### src/rtl/period_meter_pkg.sv
// period_meter_pkg: shared constants for the period meter.
// Contents:
//   ST_IDLE / ST_MEASURE  state encoding of the measurement FSM
//   N_DEF / TIMEOUT_DEF   default counter width and timeout (2 s at 50 MHz)
//   CLK_HZ                system clock rate, for converting results to Hz
package period_meter_pkg;
    localparam logic [0:0] ST_IDLE    = 1'b0;
    localparam logic [0:0] ST_MEASURE = 1'b1;
    localparam int N_DEF       = 27;
    localparam int TIMEOUT_DEF = 100000000;
    localparam int CLK_HZ      = 50000000;
endpackage

### src/rtl/sync_rise.sv
// sync_rise: 2-flop synchronizer plus history flop with rising-edge detect.
// Ports:
//   clk     in   system clock, rising edge
//   reset_n in   asynchronous active-low reset
//   sig_in  in   asynchronous input
//   level   out  synchronized level (second synchronizer flop)
//   rise    out  one-cycle pulse on a synchronized rising edge
module sync_rise (
    input  logic clk,
    input  logic reset_n,
    input  logic sig_in,
    output logic level,
    output logic rise
);
    logic s1, s2, s3;
    always_ff @(posedge clk or negedge reset_n) begin
        if (!reset_n) begin
            {s3, s2, s1} <= 3'b000;
        end else begin
            {s3, s2, s1} <= {s2, s1, sig_in};
        end
    end
    assign level = s2;
    assign rise  = s2 & ~s3;
endmodule

### src/rtl/period_meter.sv
// period_meter: measures period and high time of a slow square wave in clk cycles.
// Ports:
//   clk       in   system clock, rising edge
//   reset_n   in   asynchronous active-low reset
//   sig_in    in   measured signal, asynchronous to clk
//   period    out  cycles between the last two rising edges
//   high_time out  cycles high within that period (0 unless duty measurement built)
//   valid     out  one-cycle strobe when period/high_time update
//   timeout   out  no rising edge seen for TIMEOUT cycles
// Build option: define PERIOD_METER_DUTY_EN to build the high-time counter.
module period_meter
    import period_meter_pkg::*;
#(
    parameter int N       = N_DEF,
    parameter int TIMEOUT = TIMEOUT_DEF
) (
    input  logic         clk,
    input  logic         reset_n,
    input  logic         sig_in,
    output logic [N-1:0] period,
    output logic [N-1:0] high_time,
    output logic         valid,
    output logic         timeout
);
    localparam logic [N-1:0] TMO = N'(TIMEOUT);
    logic         level, rise;
    logic [0:0]   state;
    logic [N-1:0] cnt;
    sync_rise u_sync (
        .clk    (clk),
        .reset_n(reset_n),
        .sig_in (sig_in),
        .level  (level),
        .rise   (rise)
    );
    // cnt holds at TIMEOUT on expiry, so it never wraps; an edge on the
    // expiry cycle takes priority and reports the period instead.
    always_ff @(posedge clk or negedge reset_n) begin
        if (!reset_n) begin
            state   <= ST_IDLE;
            cnt     <= '0;
            period  <= '0;
            valid   <= 1'b0;
            timeout <= 1'b0;
        end else begin
            valid <= 1'b0;
            if (rise) begin
                if (state == ST_MEASURE) begin
                    period  <= cnt;
                    valid   <= 1'b1;
                    timeout <= 1'b0;
                end
                state <= ST_MEASURE;
                cnt   <= N'(1);
            end else if (state == ST_MEASURE) begin
                if (cnt == TMO) begin
                    timeout <= 1'b1;
                    state   <= ST_IDLE;
                end else begin
                    cnt <= cnt + N'(1);
                end
            end
        end
    end
`ifdef PERIOD_METER_DUTY_EN
    logic [N-1:0] hi_cnt;
    // The edge cycle itself is high, hence the restart value of 1.
    always_ff @(posedge clk or negedge reset_n) begin
        if (!reset_n) begin
            hi_cnt    <= '0;
            high_time <= '0;
        end else if (rise) begin
            if (state == ST_MEASURE) high_time <= hi_cnt;
            hi_cnt <= N'(1);
        end else if (state == ST_MEASURE && cnt != TMO) begin
            hi_cnt <= hi_cnt + N'(level);
        end
    end
`else
    logic unused_level;
    assign unused_level = level;
    assign high_time    = '0;
`endif
endmodule
### config.mk
export PLATFORM = sky130hd
export DESIGN_NAME = period_meter
export DESIGN_NICKNAME = d
export VERILOG_FILES = /design/src/rtl/period_meter_pkg.sv /design/src/rtl/sync_rise.sv /design/src/rtl/period_meter.sv
export SDC_FILE = /design/constraint.sdc
export NUM_CORES = 1
export LEC_CHECK = 0
export ABC_CLOCK_PERIOD_IN_PS = 2900
export BUFFER_PORTS_ARGS = -buffer_cell sky130_fd_sc_hd__buf_4
export CORE_MARGIN = 1.5
export CORE_UTILIZATION = 50
export DETAILED_ROUTE_END_ITERATION = 16
export GPL_ROUTABILITY_DRIVEN = 0
export PLACE_DENSITY = 0.74
export RECOVER_POWER = 50
export SETUP_SLACK_MARGIN = 0.1
export SLEW_MARGIN = 20
export SYNTH_ARGS = -nofsm -noshare
export SYNTH_HDL_FRONTEND = slang
export SYNTH_SLANG_ARGS = --single-unit
### constraint.sdc
create_clock -name clk -period 2.9 [get_ports clk]
set_input_delay 0.58 -clock clk [delete_from_list [all_inputs] [get_ports clk]]
set_output_delay 0.58 -clock clk [all_outputs]
set_load 0.01 [all_outputs]
Word-level counts from Yosys, hierarchy flattened
Index checks and enable logic that the tools add are counted.
{"block": "word_totals", "register_bits": 60, "inputBits": 3, "out_inout_bits": 56, "word_cells": 30}
{"block": "op_classes", "n_addsub": 1, "n_eq_ne": 2, "muxes": 12, "bitwise": 2, "reduce_logical": 5}
{"op": "$mux 27", "n": 3}
{"op": "$add 27x1->27 const B", "n": 1}
{"op": "$eq 27x27->1 const B", "n": 1}
{"op": "$mux 1", "n": 9}
{"op": "$reduce_and 2->1", "n": 3}
{"op": "$reduce_bool 2->1", "n": 2}
{"op": "$ne 2x2->1 const B", "n": 1}
{"op": "$and 1x1->1", "n": 1}
{"op": "$not 1->1", "n": 1}

Logic depth before layout (Yosys ltp)
Gate-level depths: netlist of the first run.
{"block": "depth", "word_depth": 4, "depth_mapped": 7, "ltp_nobuf": 6}

By module
From an unflattened synthesis of the first run, not the netlist that was laid out.
{"block": "hier_totals", "cells_unflattened": 264, "area_unflattened_um2": 2922.8}
{"module": "period_meter", "instances": 1, "cells_per_inst": 260, "area_each_um2": 2834.0, "seq_area_each_um2": 1426.4}
{"module": "sync_rise", "instances": 1, "cells_per_inst": 4, "area_each_um2": 88.8, "seq_area_each_um2": 75.1}

Worst setup path before layout of the first run
No wires, ideal clock.
{"block": "synth_timing", "path_kind": "reg2reg", "from": "register cnt[0]", "to": "register cnt[26]", "setup_ps": 123, "arrival_ps": 1499, "required_time_ps": 2777, "slack_ps": 1278, "path_stages_with_launch": 7, "path_buffers": 1, "period_less_slack_ps": 1622, "path_cell_list": "dfrtp_1 -> ha_1 -> and3_1 -> buf_2 -> nand2_1 -> or4_1 -> mux2i_1"}
{"block": "synth_between", "elab_chain_len": 4, "elab_cells_between_ends": 7, "cone_classes": "add/sub (1); eq/ne (2); mux (3); reduce/logical (1)"}
{"item": "start: declaration", "line": "period_meter.sv:28", "source": "logic [N-1:0] cnt;"}
{"item": "start signal: assignment", "line": "period_meter.sv:60", "source": "cnt <= cnt + N'(1);"}
{"item": "$add 27x1->27", "line": "period_meter.sv:60"}
{"item": "$mux 27", "line": "period_meter.sv:56", "source": "if (cnt == TMO) begin"}
{"item": "$mux 27", "line": "period_meter.sv:55", "source": "end else if (state == ST_MEASURE) begin"}
{"item": "$mux 27", "line": "period_meter.sv:47", "source": "if (rise) begin"}
Parallel ways exist; a longest one is shown, timed or not. The select of a mux whose other input is x is not followed.
A chain may end at the register's enable or synchronous reset.

Worst setup path after layout of the first run
{"block": "layout_timing", "from": "register state", "to": "register cnt[23]"}
{"block": "layout_between", "elab_chain_len": 2}
{"item": "start: declaration", "line": "period_meter.sv:27", "source": "logic [0:0] state;"}
{"item": "start signal: assignment", "line": "period_meter.sv:40", "source": "state <= ST_IDLE;"}
{"item": "start signal: assignment", "line": "period_meter.sv:53", "source": "state <= ST_MEASURE;"}
{"item": "start signal: assignment", "line": "period_meter.sv:58", "source": "state <= ST_IDLE;"}
{"item": "$reduce_bool 2->1 (no source line)"}
{"item": "$reduce_and 2->1 (no source line)"}
Every way passes these cells.

==> reports/results.ini, run 1 <==
[outcome]
outcome = complete, no violations

[yosys]
synth_compound_area_share_pct = 5.89
syn_area_sq_mm = 0.00291
synth_top_family_by_area = simple AND/OR/NAND/NOR gates
synth_simple_gate_area_share_pct = 17.7
synth-edff-count = 0
yosys_warnings = 0
synthMuxAreaShare_pct = 10.2
synth_cells = 270
syn_area_per_cell_sq_um = 10.8
ys_ff_latch = 60
synthAdderAreaFrac_pct = 0.859
synth-seq-area-share_pct = 51.6
synth-async-reset-ratio_pct = 100
synthXorXnorAreaFrac_pct = 3.31
synth_ff_type = dfrtp_1
synth_cell_type_count = 38

[floorplanning]
num_rows = 27
core-area_sq_mm = 0.00557
die_w_microns = 79.3
io_pins = 59
initial_utilization_pct = 52.2
die_area_sq_mm = 0.00629
die_y_microns = 79.3

[route]
drtPass1Iterations = 4
routed-via-count = 2035
finalWirelength_mm = 5.49
antenna_left = 0
via_per_inst = 5.38
drcViolationCount = 0
wl_per_cell_microns = 14.5
drtIter0Drc = 204

[finish]
syn_to_final_growth_pct = 12.5
final_cell_mix = dfrtp_1 (60), conb_1 (27), nand2_1 (25), buf_4 (22), mux2_2 (21)
layout_commonest_cell = dfrtp_1
drive_gt1_share_pct = 21.9
n_antenna_cell = 0
post-route-cell-area_sq_mm = 0.00327
nNetsFinal = 306

[grt]
grt-ovfl-total = 0
grt_pass1_wl_mm = 8.96
antenna_found_initial = 0
grt_max_degree = 61
grtUsageTotal_pct = 19.0
grt_pass1_vias = 1858

[timing]
slew-limit-headroom_pct = 2.47
fin_skew_ns = 0.00933
tightest_slew_ns = 1.46
slew_viol_final = 0
finalSetupViolCount = 0
hold_viol_final = 0
setup_tns_ns = 0
rsz0062_at_grt = false
hold_slack_ns = 0.356
min_period_over_period_pct = 70.6
fmax_mhz = 488
period_needed_ns = 2.05

[power_and_ir_drop]
power_density_mw_per_mm2 = 597
ir_drop_mv = 0.392
p_leak_uw = 0.00160

[critical_path]
reg2reg_slack_ns = 0.85
cp_max_fo = 11
critPathArrivalTime_ns = 2.30
r2r_start = state
reg2reg_to = cnt[23]
required_ns = 3.16
critPathLaunchType = flop
crit_type = flop to flop
cp-end-kind = flop
r2r_cells = 4

[cts]
postCtsSetupRepairBufs = 0
cts_buffer_depth = 2
path_clk_slew_ns = 0.07
tritoncts = yes
htreeDepth = 3
clock_sinks = 60
cts_root_buf = clkbuf_8
numCtsBuffers = 9
cts_resized = 0
clk_latency_ns = 0.34
cts_hold_buffers = 0

[hold_path]
hold_path_depth = 0
hold-path-endpoint = u_sync.level
min_path_type = flop to flop
min_from = u_sync.s1

[job]
drv_cap = 0

[place]
place_area_sq_mm = 0.00309
dp_hpwl_mm = 3.67
io_buffers = 31

sequential cells by signal (all words and copies together) (netlist names):
name	flops
timeout	1
valid	1
state	1
u_sync.s3	1
cnt	27
u_sync.s1	1
period	27
u_sync.level	1
power breakdown:
| part | switching (uW) | internal, uW | total (uW) |
|---|---|---|---|
| clock | 343 | 480 | 823 |
| sequential | 50.0 | 884 | 934 |
| combinational | 113 | 86.0 | 199 |
layer usage:
layer | global-route usage (%) | part of all wire [%] | vias up
li1 | - | - | 961
met1 | 25.8 | 47 | 992
met2 | 28.1 | 46 | 67
met3 | 4.14 | 4.9 | 15
met4 | 10.4 | 2.1 | 0
met5 | 0 | 0 | -
synthesized netlist by cell type (4+ instances only):
master	number	area share (%)
a21oi_1	12	2.1
inv_1	9	1.2
o21ai_0	9	1.5
xor2_1	9	2.7
or4_1	8	2.1
mux2_2	21	8.1
nand4_1	9	1.9
and4_1	4	1.2
dfrtp_1	60	52
nand3_1	7	1.2
mux2i_1	6	2.1
buf_2	4	0.69
buf_4	29	7.5
nand2_1	25	3.2
clkbuf_1	4	0.52
o31ai_1	7	1.8
nor2_1	14	1.8
how the worst max path moves through the flow:
| stage | from | end | cells after the start |
|---|---|---|---|
| after floorplan | cnt[0] | cnt[26] | 6 |
| after global placement | state | cnt[25] | 4 |
| after detailed placement | state | cnt[19] | 4 |
| after CTS | state | cnt[23] | 4 |
| after global routing | state | cnt[23] | 4 |
| final | state | cnt[23] | 4 |
final cells by class:
type,count,area (sq um)
clock buffer,9,124
clock inverter,7,91.3
fill,496,2300
inverter,9,33.8
multi-input combinational,188,1210
sequential,60,1500
tap,72,90.1
timing repair buffer,33,228
per-stage QoR:
| step | total power, uW | setup slack, ns | instances | util, % |
|---|---|---|---|---|
| 2_1_floorplan | 1090 | 1.28 | 296 | - |
| 3_3_place_gp | 1150 | 0.981 | 362 | 55.5 |
| 3_5_place_dp | 1150 | 0.921 | 362 | 55.5 |
| 4_1_cts | 1970 | 0.864 | 378 | 59.3 |
| 5_1_grt | 2040 | 0.740 | 378 | 58.7 |
| 6_report | 1960 | 0.852 | 378 | 58.7 |
critical path, stage by stage, from the launching register on:
cell     delay (ns)
dfrtp_1        0.50
and4_1         0.44
nand2_1        0.34
or4_1          0.50
a21oi_1        0.18
kinds of logic (layout without fill, tap and decap cells):
group,after synthesis,after routing
xor+xnor,11,11
buf+inv,48,58
compound gates,30,30
flops,60,60
simple gates,91,91
fa+ha+maj,2,2
mux,27,27
other cells,1,27
Power figures use the tool's default switching activity.
==> run 2: changes to the inputs <==
--- a/config.mk
+++ b/config.mk
@@ -5,13 +5,14 @@
 export SDC_FILE = /design/constraint.sdc
 export NUM_CORES = 1
 export LEC_CHECK = 0
-export ABC_CLOCK_PERIOD_IN_PS = 2900
+export ABC_AREA = 1
+export ABC_CLOCK_PERIOD_IN_PS = 1800
 export BUFFER_PORTS_ARGS = -buffer_cell sky130_fd_sc_hd__buf_4
 export CORE_MARGIN = 1.5
 export CORE_UTILIZATION = 50
 export DETAILED_ROUTE_END_ITERATION = 16
 export GPL_ROUTABILITY_DRIVEN = 0
-export PLACE_DENSITY = 0.74
+export PLACE_DENSITY = 0.75
 export RECOVER_POWER = 50
 export SETUP_SLACK_MARGIN = 0.1
 export SLEW_MARGIN = 20
==> constraint.sdc (replaced) <==
create_clock -name clk -period 1.8 [get_ports clk]
set_input_delay 0.36 -clock clk [delete_from_list [all_inputs] [get_ports clk]]
set_output_delay 0.36 -clock clk [all_outputs]
set_load 0.01 [all_outputs]
==> reports/results.ini, run 2 <==
[outcome]
outcome = finished, violations left
violations = DRC

[finish]
final_cell_mix = nand2_1 (135), dfrtp_1 (59), nor2_1 (58), nand3_1 (36), inv_1 (31)
layout_commonest_cell = nand2_1
final_cells = 583
fin_util_pct = 58.2
syn_to_final_growth_pct = 14.1
reg_top3 = cnt x27, period x27
n_antenna_cell = 0
nNetsFinal = 503
drive_gt1_share_pct = 17.3

[power_and_ir_drop]
p_leak_uw = 0.00182
ir_drop_mv = 0.354
power_density_mw_per_mm2 = 848

[timing]
tightest_slew_ns = 0.611
fmax_mhz = 622
hold_viol_final = 0
fin_ws_ns = 0.191
setup_tns_ns = 0
min_period_over_period_pct = 89.4
rsz0062_at_grt = true
period_needed_ns = 1.61
slew-limit-headroom_pct = 59.3
fin_skew_ns = 0.00724
finalSetupViolCount = 0
slew_viol_final = 0

[yosys]
syn_area_per_cell_sq_um = 7.49
synth_cell_type_count = 27
synth_area_leaders = dfrtp_1 (44%), nand2_1 (15%), nor2_1 (6.9%), buf_4 (6.3%), nand3_1 (5.3%)
yosysMostFrequentCell = nand2_1
synth-seq-area-share_pct = 43.8
yosys-top-cells-count = nand2_1 (135), nor2_1 (63), dfrtp_1 (60)
yosys_warnings = 0
synth-edff-count = 0
yosysTopAreaCell = dfrtp_1
synth_ff_type = dfrtp_1
syn_area_sq_mm = 0.00343
synth_cells = 458
synth_top_area_share_pct = 43.8
synth-async-reset-ratio_pct = 100
ys_ff_latch = 60

[floorplanning]
num_rows = 30
die_y_microns = 85.8
die_w_microns = 85.8
initial_utilization_pct = 51.0
io_pins = 59
die_area_sq_mm = 0.00737
core-area_sq_mm = 0.00672

[route]
drcViolationCount = 2
maxUsedRoutingLayer = met4
drtIter0Drc = 289
antenna_left = 0
routed-via-count = 2960
met2WireLength_mm = 3.64
met3_length_microns = 398
via_per_inst = 5.08
wl_per_cell_microns = 13.3
met1_length_mm = 3.51
drtPass1Iterations = 11
finalWirelength_mm = 7.75

[cts]
cts_root_buf = clkbuf_8
clock_sinks = 60
cts_buffer_depth = 2
path_clk_slew_ns = 0.07
clk_latency_ns = 0.34
numCtsBuffers = 9
tritoncts = yes
htreeDepth = 3

[grt]
grt-ovfl-total = 0
grt_pass1_vias = 2710
grt_max_degree = 55
grt_pass1_wl_mm = 13.0
grtUsageTotal_pct = 22.7
antenna_found_initial = 0

[hold_path]
min_path_type = input port to flop

[critical_path]
crit_type = flop to flop
required_ns = 2.07
cp_max_fo = 6
critPathArrivalTime_ns = 1.88
critPathLaunchType = flop
cp-end-kind = flop

[place]
io_buffers = 31
preCtsSetupSlack_ns = 0.0992
dp.cells = 565
dp_hpwl_mm = 5.76

[job]
drv_cap = 0

run 2: where the power goes:
group | total (uW) | switching (uW) | leakage [uW] | internal [uW]
Sequential | 1510 | 80.4 | 0.000813 | 1430
Clock | 1320 | 510 | 0.000113 | 810
Combinational | 482 | 304 | 0.000897 | 178
Total | 3320 | 895 | 0.00182 | 2420
run 2: cell type report:
type	instances	area (sq um)
clock buffers	11	141
clock inverters	5	75.1
repair buffers	43	310
fillers	593	2810
flip-flops and latches	60	1500
well taps	80	100
inverters	39	153
multi-input cells	345	1630
run 2: cell families (layout without fill, tap and decap cells):
family	Yosys count	count (layout)	synth area share, %
DFF	60	60	43.8
buffers and inverters	79	98	12.6
adders and majority gates	2	2	0.730
AOI/OAI and AO/OA	42	42	6.86
and+or+nand+nor	264	264	33.3
other	1	27	0.109
xor gates and xnor gates	10	10	2.55
run 2: routing by layer:
metal	vias up	GRT usage (%)
li1	1461	-
met1	1358	29.7
met2	118	36.9
met3	23	5.39
met4	0	8.06
met5	-	0
run 2: path summary, 6_finish.rpt:
kind                              startpoint   endpoint  slack (ns)  depth (start not counted)
worst min-delay path                  sig_in  u_sync.s1        0.15                          1
max in group asynchronous            reset_n     cnt[9]        0.61                          3
worst max-delay path                  cnt[8]    cnt[19]        0.19                          8
worst max register to register        cnt[8]    cnt[19]        0.19                          8
min in group asynchronous            reset_n    cnt[22]        0.57                          2
worst min register to register  u_sync.level  u_sync.s3        0.37                          0
run 2: timing repair:
| action | CTS | global route |
|---|---|---|
| setup endpoints to repair | 1 | 21 |
| hold buffers | 1 | 0 |
| pin swaps | 0 | 1 |
| buffers inserted | 0 | 1 |
| gates resized for setup | 1 | 13 |
| hold endpoints to repair | 23 | 0 |
run 2: critical path, stage by stage (launching register included):
cell and delay (ns):
dfrtp_1 0.46, nand2_1 0.16, nor2_1 0.26, nand3_1 0.19, nor2_1 0.17, nand3_1 0.10
nand2_1 0.06, inv_1 0.04, nor2_1 0.10
run 2: metrics by stage:
stage          power (uW)  area [sq um]  hold slack (ns)
6_report             3320          3910            0.151
5_1_grt              3470          3910            0.131
3_5_place_dp         2010          3670            0.278
2_1_floorplan        1860          3530           0.0644
4_1_cts              3330          3900            0.122
3_3_place_gp         1990          3670            0.276
